[src/rtl/row_clearer.sv]
// Full-row clear engine: captures a complete row reported by the scanner, flashes it,
// collapses the board above it one row per clock and writes the result back to the game top.
module row_clearer #(
  parameter int BLOCKS_WIDE  = 10,
  parameter int BLOCKS_HIGH  = 22,
  parameter int BITS_Y_POS   = 5,
  parameter int FLASH_CYCLES = 4,
  parameter int CNT_W        = 16
) (
  input  logic                               i_clk,
  input  logic                               i_rst,
  input  logic                               i_game_pause,
  input  logic [BLOCKS_WIDE*BLOCKS_HIGH-1:0] i_fallen_pieces,
  input  logic [BITS_Y_POS-1:0]              i_row,
  input  logic                               i_enabled,
  output logic                               o_scan_pause,
  output logic                               o_flash_active,
  output logic [BITS_Y_POS-1:0]              o_flash_row,
  output logic [BLOCKS_WIDE*BLOCKS_HIGH-1:0] o_board_out,
  output logic                               o_board_we,
  output logic [CNT_W-1:0]                   o_lines_cleared
);

  localparam int BW  = BLOCKS_WIDE * BLOCKS_HIGH;
  localparam int FCW = (FLASH_CYCLES > 1) ? $clog2(FLASH_CYCLES) : 1;
  localparam logic [BITS_Y_POS:0] ROW_LIMIT  = (BITS_Y_POS+1)'(BLOCKS_HIGH);
  localparam logic [FCW-1:0]      FLASH_LOAD = FCW'(FLASH_CYCLES - 1);

  typedef enum logic [2:0] {
    S_IDLE   = 3'd0,
    S_FLASH  = 3'd1,
    S_SHIFT  = 3'd2,
    S_COMMIT = 3'd3,
    S_SETTLE = 3'd4
  } state_t;

  state_t                r_state;
  state_t                w_state_nxt;
  logic [BW-1:0]         r_board;
  logic [BW-1:0]         w_board_nxt;
  logic [BW-1:0]         r_board_out;
  logic [BW-1:0]         w_board_out_nxt;
  logic [BITS_Y_POS-1:0] r_flash_row;
  logic [BITS_Y_POS-1:0] w_flash_row_nxt;
  logic [BITS_Y_POS-1:0] r_cur;
  logic [BITS_Y_POS-1:0] w_cur_nxt;
  logic [FCW-1:0]        r_flash_cnt;
  logic [FCW-1:0]        w_flash_cnt_nxt;
  logic [CNT_W-1:0]      r_lines;
  logic [CNT_W-1:0]      w_lines_nxt;
  logic                  r_board_we;
  logic                  w_board_we_nxt;
  logic                  r_scan_pause;
  logic                  r_flash_active;
  logic                  w_accept;

  // Out-of-range rows are dropped here so the target index can never wrap.
  assign w_accept = i_enabled & ~i_game_pause & ({1'b0, i_row} < ROW_LIMIT);

  // State register.
  always_ff @(posedge i_clk) begin
    if (i_rst) begin
      r_state <= S_IDLE;
    end else begin
      r_state <= w_state_nxt;
    end
  end

  // Next-state, board collapse and write-back decisions.
  always_comb begin
    w_state_nxt     = r_state;
    w_board_nxt     = r_board;
    w_board_out_nxt = r_board_out;
    w_flash_row_nxt = r_flash_row;
    w_cur_nxt       = r_cur;
    w_flash_cnt_nxt = r_flash_cnt;
    w_lines_nxt     = r_lines;
    w_board_we_nxt  = 1'b0;
    case (r_state)
      S_IDLE: begin
        if (w_accept) begin
          w_state_nxt     = S_FLASH;
          w_board_nxt     = i_fallen_pieces;
          w_flash_row_nxt = i_row;
          w_flash_cnt_nxt = FLASH_LOAD;
        end else begin
          w_state_nxt = S_IDLE;
        end
      end
      S_FLASH: begin
        if (r_flash_cnt == {FCW{1'b0}}) begin
          w_cur_nxt   = r_flash_row;
          w_state_nxt = S_SHIFT;
        end else begin
          w_flash_cnt_nxt = r_flash_cnt - FCW'(1);
        end
      end
      S_SHIFT: begin
        if (r_cur != {BITS_Y_POS{1'b0}}) begin
          for (int r = 1; r < BLOCKS_HIGH; r++) begin
            w_board_nxt[r*BLOCKS_WIDE +: BLOCKS_WIDE] = (r_cur == BITS_Y_POS'(r)) ?
                r_board[(r-1)*BLOCKS_WIDE +: BLOCKS_WIDE] :
                r_board[r*BLOCKS_WIDE +: BLOCKS_WIDE];
          end
          w_cur_nxt = r_cur - BITS_Y_POS'(1);
        end else begin
          w_board_nxt[BLOCKS_WIDE-1:0] = {BLOCKS_WIDE{1'b0}};
          w_state_nxt = S_COMMIT;
        end
      end
      S_COMMIT: begin
        w_board_we_nxt  = 1'b1;
        w_board_out_nxt = r_board;
        w_lines_nxt     = (r_lines == {CNT_W{1'b1}}) ? r_lines : r_lines + CNT_W'(1);
        w_state_nxt     = S_SETTLE;
      end
      // One extra paused cycle so the scanner's flag from the old board is not re-taken.
      S_SETTLE: begin
        w_state_nxt = S_IDLE;
      end
      default: begin
        w_state_nxt = S_IDLE;
      end
    endcase
  end

  // Datapath and registered outputs.
  always_ff @(posedge i_clk) begin
    if (i_rst) begin
      r_board        <= {BW{1'b0}};
      r_board_out    <= {BW{1'b0}};
      r_flash_row    <= {BITS_Y_POS{1'b0}};
      r_cur          <= {BITS_Y_POS{1'b0}};
      r_flash_cnt    <= {FCW{1'b0}};
      r_lines        <= {CNT_W{1'b0}};
      r_board_we     <= 1'b0;
      r_scan_pause   <= 1'b0;
      r_flash_active <= 1'b0;
    end else begin
      r_board        <= w_board_nxt;
      r_board_out    <= w_board_out_nxt;
      r_flash_row    <= w_flash_row_nxt;
      r_cur          <= w_cur_nxt;
      r_flash_cnt    <= w_flash_cnt_nxt;
      r_lines        <= w_lines_nxt;
      r_board_we     <= w_board_we_nxt;
      r_scan_pause   <= (w_state_nxt != S_IDLE);
      r_flash_active <= (w_state_nxt == S_FLASH);
    end
  end

  assign o_scan_pause    = r_scan_pause;
  assign o_flash_active  = r_flash_active;
  assign o_flash_row     = r_flash_row;
  assign o_board_out     = r_board_out;
  assign o_board_we      = r_board_we;
  assign o_lines_cleared = r_lines;

  row_clearer_chk u_chk (
    .i_clk          (i_clk),
    .i_rst          (i_rst),
    .i_scan_pause   (r_scan_pause),
    .i_flash_active (r_flash_active),
    .i_board_we     (r_board_we)
  );

endmodule

// Protocol properties of the clear handshake outputs.
module row_clearer_chk (
  input logic i_clk,
  input logic i_rst,
  input logic i_scan_pause,
  input logic i_flash_active,
  input logic i_board_we
);

  a_we_single: assert property (@(posedge i_clk) disable iff (i_rst) i_board_we |=> !i_board_we);
  a_flash_paused: assert property (@(posedge i_clk) disable iff (i_rst) i_flash_active |-> i_scan_pause);
  a_we_paused: assert property (@(posedge i_clk) disable iff (i_rst) i_board_we |-> i_scan_pause);

endmodule

[config.mk]
export PLATFORM = sky130hd
export DESIGN_NAME = row_clearer
export DESIGN_NICKNAME = d
export VERILOG_FILES = /design/src/rtl/row_clearer.sv
export SDC_FILE = /design/constraint.sdc
export NUM_CORES = 1
export LEC_CHECK = 0
export CELL_PAD_IN_SITES_DETAIL_PLACEMENT = 1
export CELL_PAD_IN_SITES_GLOBAL_PLACEMENT = 1
export CORE_MARGIN = 2
export CORE_UTILIZATION = 37
export DETAILED_ROUTE_END_ITERATION = 8
export PLACE_DENSITY_LB_ADDON = 0.1
export REMOVE_ABC_BUFFERS = 1
export SETUP_SLACK_MARGIN = 0.3
export SKIP_LAST_GASP = 1
export SYNTH_ARGS = -nofsm -noshare
export SYNTH_HDL_FRONTEND = slang
export SYNTH_SLANG_ARGS = --single-unit
[constraint.sdc]
create_clock -name i_clk -period 2.4 [get_ports i_clk]
set_input_delay 0.36 -clock i_clk [delete_from_list [all_inputs] [get_ports i_clk]]
set_output_delay 0.36 -clock i_clk [all_outputs]
set_load 0.01 [all_outputs]
== After elaboration in Yosys (flattened, before gate mapping) ==
Index checks and enable logic that the tools add are counted.

* Magnitude comparators: 1
* Add/subtract/negate cells: 3
* Bitwise operators: 4
* Multiplexer cells: 36
* Reduce and logical (&&, ||, !) cells: 33
* Equal/unequal tests: 52

{| class="wikitable"
|+ Operators with widths
! cell !! number
|-
| $pmux W220 S2 || 1
|-
| $mux W10 || 22
|-
| $mux W220 || 1
|-
| $mux W210 || 1
|-
| $reduce_and A4 Y1 || 21
|-
| $ne A2 B2 Y1 const B || 26
|-
| $eq A5 B4 Y1 const B || 8
|-
| $eq A5 B5 Y1 const B || 6
|-
| $eq A5 B3 Y1 const B || 4
|-
| $add A16 B1 Y16 const B || 1
|-
| $eq A16 B16 Y1 const B || 1
|-
| $pmux W3 S4 || 1
|-
| $eq A5 B2 Y1 const B || 2
|-
| $mux W5 || 2
|-
| $pmux W5 S2 || 1
|-
| $reduce_and A3 Y1 || 3
|-
| $eq A3 B1 Y1 const B || 2
|-
| $eq A3 B2 Y1 const B || 2
|-
| $mux W3 || 2
|-
| $reduce_bool A2 Y1 || 3
|-
| $eq A5 B1 Y1 const B || 1
|-
| $lt A5 B5 Y1 const B || 1
|-
| $reduce_bool A5 Y1 || 1
|-
| $sub A5 B1 Y5 const B || 1
|-
| 10 further kinds || 15
|}

* Output and inout bits: 244
* Bits in registers: 474
* Input bits: 229
* Word-level logic and storage cells: 160

== Longest topological paths before layout ==
* Word-level depth: 6
* Mapped depth: 7
* Gate-level depth less buffers: 6

== Least setup slack after synthesis ==
Ideal clock, no wire load.

* Path type: flip-flop to flip-flop
* From: reg r_lines[0] (netlist: o_lines_cleared[0])
* To: reg r_lines[1] (netlist: o_lines_cleared[1])
* Cell stages (with the launch flop): 7
* Arrival time: 1.848 ns
* Data required time: 2.285 ns
* Period minus slack after synthesis: 1.963 ns
* Setup time: 0.115 ns
* Path slack: 0.437 ns
* Buffers on the path: 1
* Path through: dfxtp_1 ha_1 nand4_1 nor4_1 buf_2 nor3b_1 o21a_1

* Word-level cells in the longest chain between the ends: 3
* Elaborated cells between the ends (all ways): 4
* Those cells by class: add/sub (1); eq/ne (1); bitwise (1); reduce/logical (1)

{| class="wikitable"
|+ Ends and longest elaborated chain
! element !! line !! text
|-
| start: declaration || 49 || <nowiki>logic [CNT_W-1:0] r_lines;</nowiki>
|-
| start signal: assignment || 135 || <nowiki>r_lines <= {CNT_W{1'b0}};</nowiki>
|-
| start signal: assignment || 145 || <nowiki>r_lines <= w_lines_nxt;</nowiki>
|-
| parallel branches: the longest is 3 deep, another holds $add A16 B1 Y16 || -- ||
|}

Several ways; the timed one is not identified.
A chain may end at the register's enable or synchronous reset.

== Worst setup path in the final report ==
* From: reg r_state[1]
* To: reg r_lines[13] (netlist: o_lines_cleared[13])

* Word-level cells in the longest chain between the ends: 2

{| class="wikitable"
|+ Ends and longest elaborated chain
! element !! line !! text
|-
| start: declaration || 37 || <nowiki>state_t r_state;</nowiki>
|-
| start signal: assignment || 65 || <nowiki>r_state <= w_state_nxt;</nowiki>
|-
| $eq A3 B2 Y1 || 79 || <nowiki>case (r_state)</nowiki>
|-
| $reduce_and A2 Y1 (no line) || -- ||
|}

Every way passes these cells.

==> results.toml <==
[finish]
most_frequent_cells_in_the_layout = "nand2_1 (787), clkdlybuf4s50_1 (471), dfxtp_1 (471), a21oi_1 (286), nor3_1 (103)"
synthToLayoutAreaGrowth_pct = 38.6
final_cells = 3601
final_core_util_pct = 51.7
final_net_count = 3097
most_frequent_standard_cell_in_the_layout_excluding_fill_and_tap_cells = "nand2_1"
drive_gt1_share_pct = 11.4
post-route-cell-area_mm2 = 0.0277

[cts]
cts.htree.levels = 2
cts_tree = "done"
worstSkewPairLatency_ns = 0.60
clkSlewWorstSetupHoldPaths_ns = 0.06
ctsRootBufferMaster = "clkbuf_16"
numCtsBuffers = 52
clockBufferDepth = 3
clock_sink_count = 474
hold_buffers = 0

[critical_path]
worst_r2r_path_depth = 5
critPathRequiredTime_ns = 2.92
worst-endpoint-arrival_ns = 2.57
worst_path_max_delay_cell = "or4_4"
worst_setup_path_start_kind = "register"
crit_fanout = 13
crit_path_max_cell_delay_ns = 0.59
regToRegEndpoint = "o_lines_cleared[13]$_SDFFE_PP0P_"
worst_setup_path_end_kind = "register"
worst-setup-path-type = "register to register"
reg2reg_from = "r_state[1]$_SDFF_PP0_"
setup.reg_to_reg.worst_slack_ns = 0.35
cp_cell_sequence = "nand3b_1 -> buf_4 -> or4_4 -> or4_1 -> a21oi_2"

[floorplan]
initial_core_utilization_pct = 37.3
io_pins = 473
core_region_area_mm2 = 0.0536
die-height_um = 236
floorplan.rows = 85
die_width_um = 236
dieArea_mm2 = 0.0559

[sta]
timing_max_transition_violations_final = 0
worst_clock_skew_ns = 0.0180
report.final.hold_viol_count = 0
whs_ns = 0.103
grt_setup_unrepaired = "yes"
layout_min_cycle_time_ns = 2.05
min_period_over_period_pct = 85.5
max_freq_mhz = 487
max-slew-margin-rel_pct = 51.4
post_route_setup_slack_ns = 0.347
final_setup_violation_count = 0
worst_pin_slew_ns = 0.729

[logic_synthesis]
synthDistinctLibCells = 51
synth.yosys.warnings = 0
synth_top_flop_cell = "dfxtp_1"
synth_seq_cells = 474
post_synth_main_area_contributors = "dfxtp_1 (47%), nand2_1 (15%), a21oi_1 (7.2%)"
number_of_flops_mapped_to_enable_cells_by_yosys = 0
synth_area_leader_cell = "dfxtp_1"
synth_top_area_share_pct = 47.5
synth_area_mm2 = 0.0200
syn-instance-count = 2451
ys_async_sr_fraction_pct = 0
synth.yosys.seq_area_share_pct = 47.5
synth.avg_cell_area_um2 = 8.15

[detailed_routing]
detail_route.wl_per_cell_um = 20.9
route.vias.total = 19200
drt-vias-per-instance = 5.34
initialDrtViolationCount = 1014
dr.pass1.iters = 5
drc_violation_count_after_routing = 0
detail_route.wirelength_um = 75200
ant_nets = 0

[hold_path]
worstHoldPathCells = 2
worstHoldEndpoint = "o_board_out[47]$_SDFFE_PP0P_"
worstHoldPathType = "primary input to register"
hp-start = "i_rst"

[place]
dpl-instance-area_mm2 = 0.0256
place_worst_setup_slack_ns = -0.140
buffer_ports.inserted = 472
dpl.cell_count = 3492
hpwlAfterDp_um = 53300
place.gp.congestion = 0.819

[pwr]
peakVddDrop_v = 0.000482
power.density_mw_per_mm2 = 712
p_leak_nw = 9.86

[global_route]
wire_length_of_the_first_global_routing_pass_um = 116000
grt_util_all_layers_pct = 26.0
initial_antenna_violation_count = 12
global_route.overflow_total = 0
largest_net_degree_at_the_start_of_global_routing = 135
grt_pass1_vias = 20300

[status]
status = "completed"

[job]
drv_cap = 0
Yosys cell counts, drive strengths merged (18+ instances only):
library cell / instances
a21oi: 287
a311oi: 100
buf: 42
clkbuf: 165
dfxtp: 474
mux2: 102
mux2i: 69
nand2: 787
nand3: 20
nor2: 51
nor2b: 79
nor3: 105
o21ai: 18
repair_timing:
item | 4_1_cts | 5_1_grt
resized for setup | 14 | 30
buffers inserted | 3 | 7
gates cloned | 0 | 1
pin swaps | 3 | 2
hold endpoints to repair | 0 | 0
endpoints found under the setup margin | 107 | 123
sequential cells by signal (all words and copies together), names as in the netlist:
name,cells
o_board_out,220
o_board_we,1
o_flash_active,1
o_flash_row,5
o_lines_cleared,16
o_scan_pause,1
r_board,220
r_cur,5
r_flash_cnt,2
r_state,3
routing by layer:
layer | wire length (um) | track usage (%)
met1 | 32100 | 32.3
met2 | 36700 | 44.7
met3 | 3880 | 5.24
met4 | 2440 | 9.23
met5 | 53 | 0
worst max-delay path by stage:
stage / start / end / depth (start not counted)
2_1_floorplan: r_state[1]$_SDFF_PP0_ / r_board[0]$_SDFFE_PP0P_ / 4
3_3_place_gp: i_row[2] / r_board[129]$_SDFFE_PP0P_ / 7
3_5_place_dp: i_row[2] / r_board[121]$_SDFFE_PP0P_ / 7
4_1_cts: r_state[1]$_SDFF_PP0_ / o_lines_cleared[12]$_SDFFE_PP0P_ / 6
5_1_grt: r_state[1]$_SDFF_PP0_ / o_lines_cleared[12]$_SDFFE_PP0P_ / 6
6_report: r_state[1]$_SDFF_PP0_ / o_lines_cleared[13]$_SDFFE_PP0P_ / 5
cell type report:
type | instances | area [um^2]
tap | 696 | 871
fill | 6293 | 25900
clock buffer | 80 | 1590
timing repair buffer | 562 | 5690
multi-input combinational | 1760 | 9830
clock inverter | 10 | 150
inverter | 11 | 41.3
antenna | 8 | 20.0
sequential | 474 | 9500
worst max-delay path: cells and delay by family (launching register included):
kind	cells	cell delay, ns
AND/OR/NAND/NOR	3	1.21
flip-flops	1	0.45
AO/OA/AOI/OAI	1	0.15
buffers and inverters	1	0.17
stage by stage:
| step | total power [mW] | setup TNS (ns) |
|---|---|---|
| CTS | 19.8 | 0 |
| detailed placement | 11.5 | -5.82 |
| floorplan | 10.1 | -2933.13 |
| global placement | 11.4 | -3.47 |
| global route | 20.5 | 0 |
| finish | 19.7 | 0 |
power by group:
| part | internal (mW) | switching [mW] |
|---|---|---|
| Combinational | 1.34 | 1.61 |
| Clock | 4.94 | 3.29 |
| Sequential | 8.22 | 0.319 |
| Total | 14.5 | 5.21 |
logic make-up (layout without fill, tap and decap cells):
| family | after synthesis | in the layout | share of synthesized area (%) |
|---|---|---|---|
| simple gates | 1113 | 1114 | 23.9 |
| other cells | 0 | 8 | 0 |
| fa+ha+maj | 7 | 7 | 0.438 |
| flops | 474 | 474 | 47.5 |
| mux | 171 | 171 | 9.21 |
| compound gates | 468 | 468 | 14.7 |
| buf+inv | 218 | 663 | 4.29 |
Power figures use the tool's default switching activity.
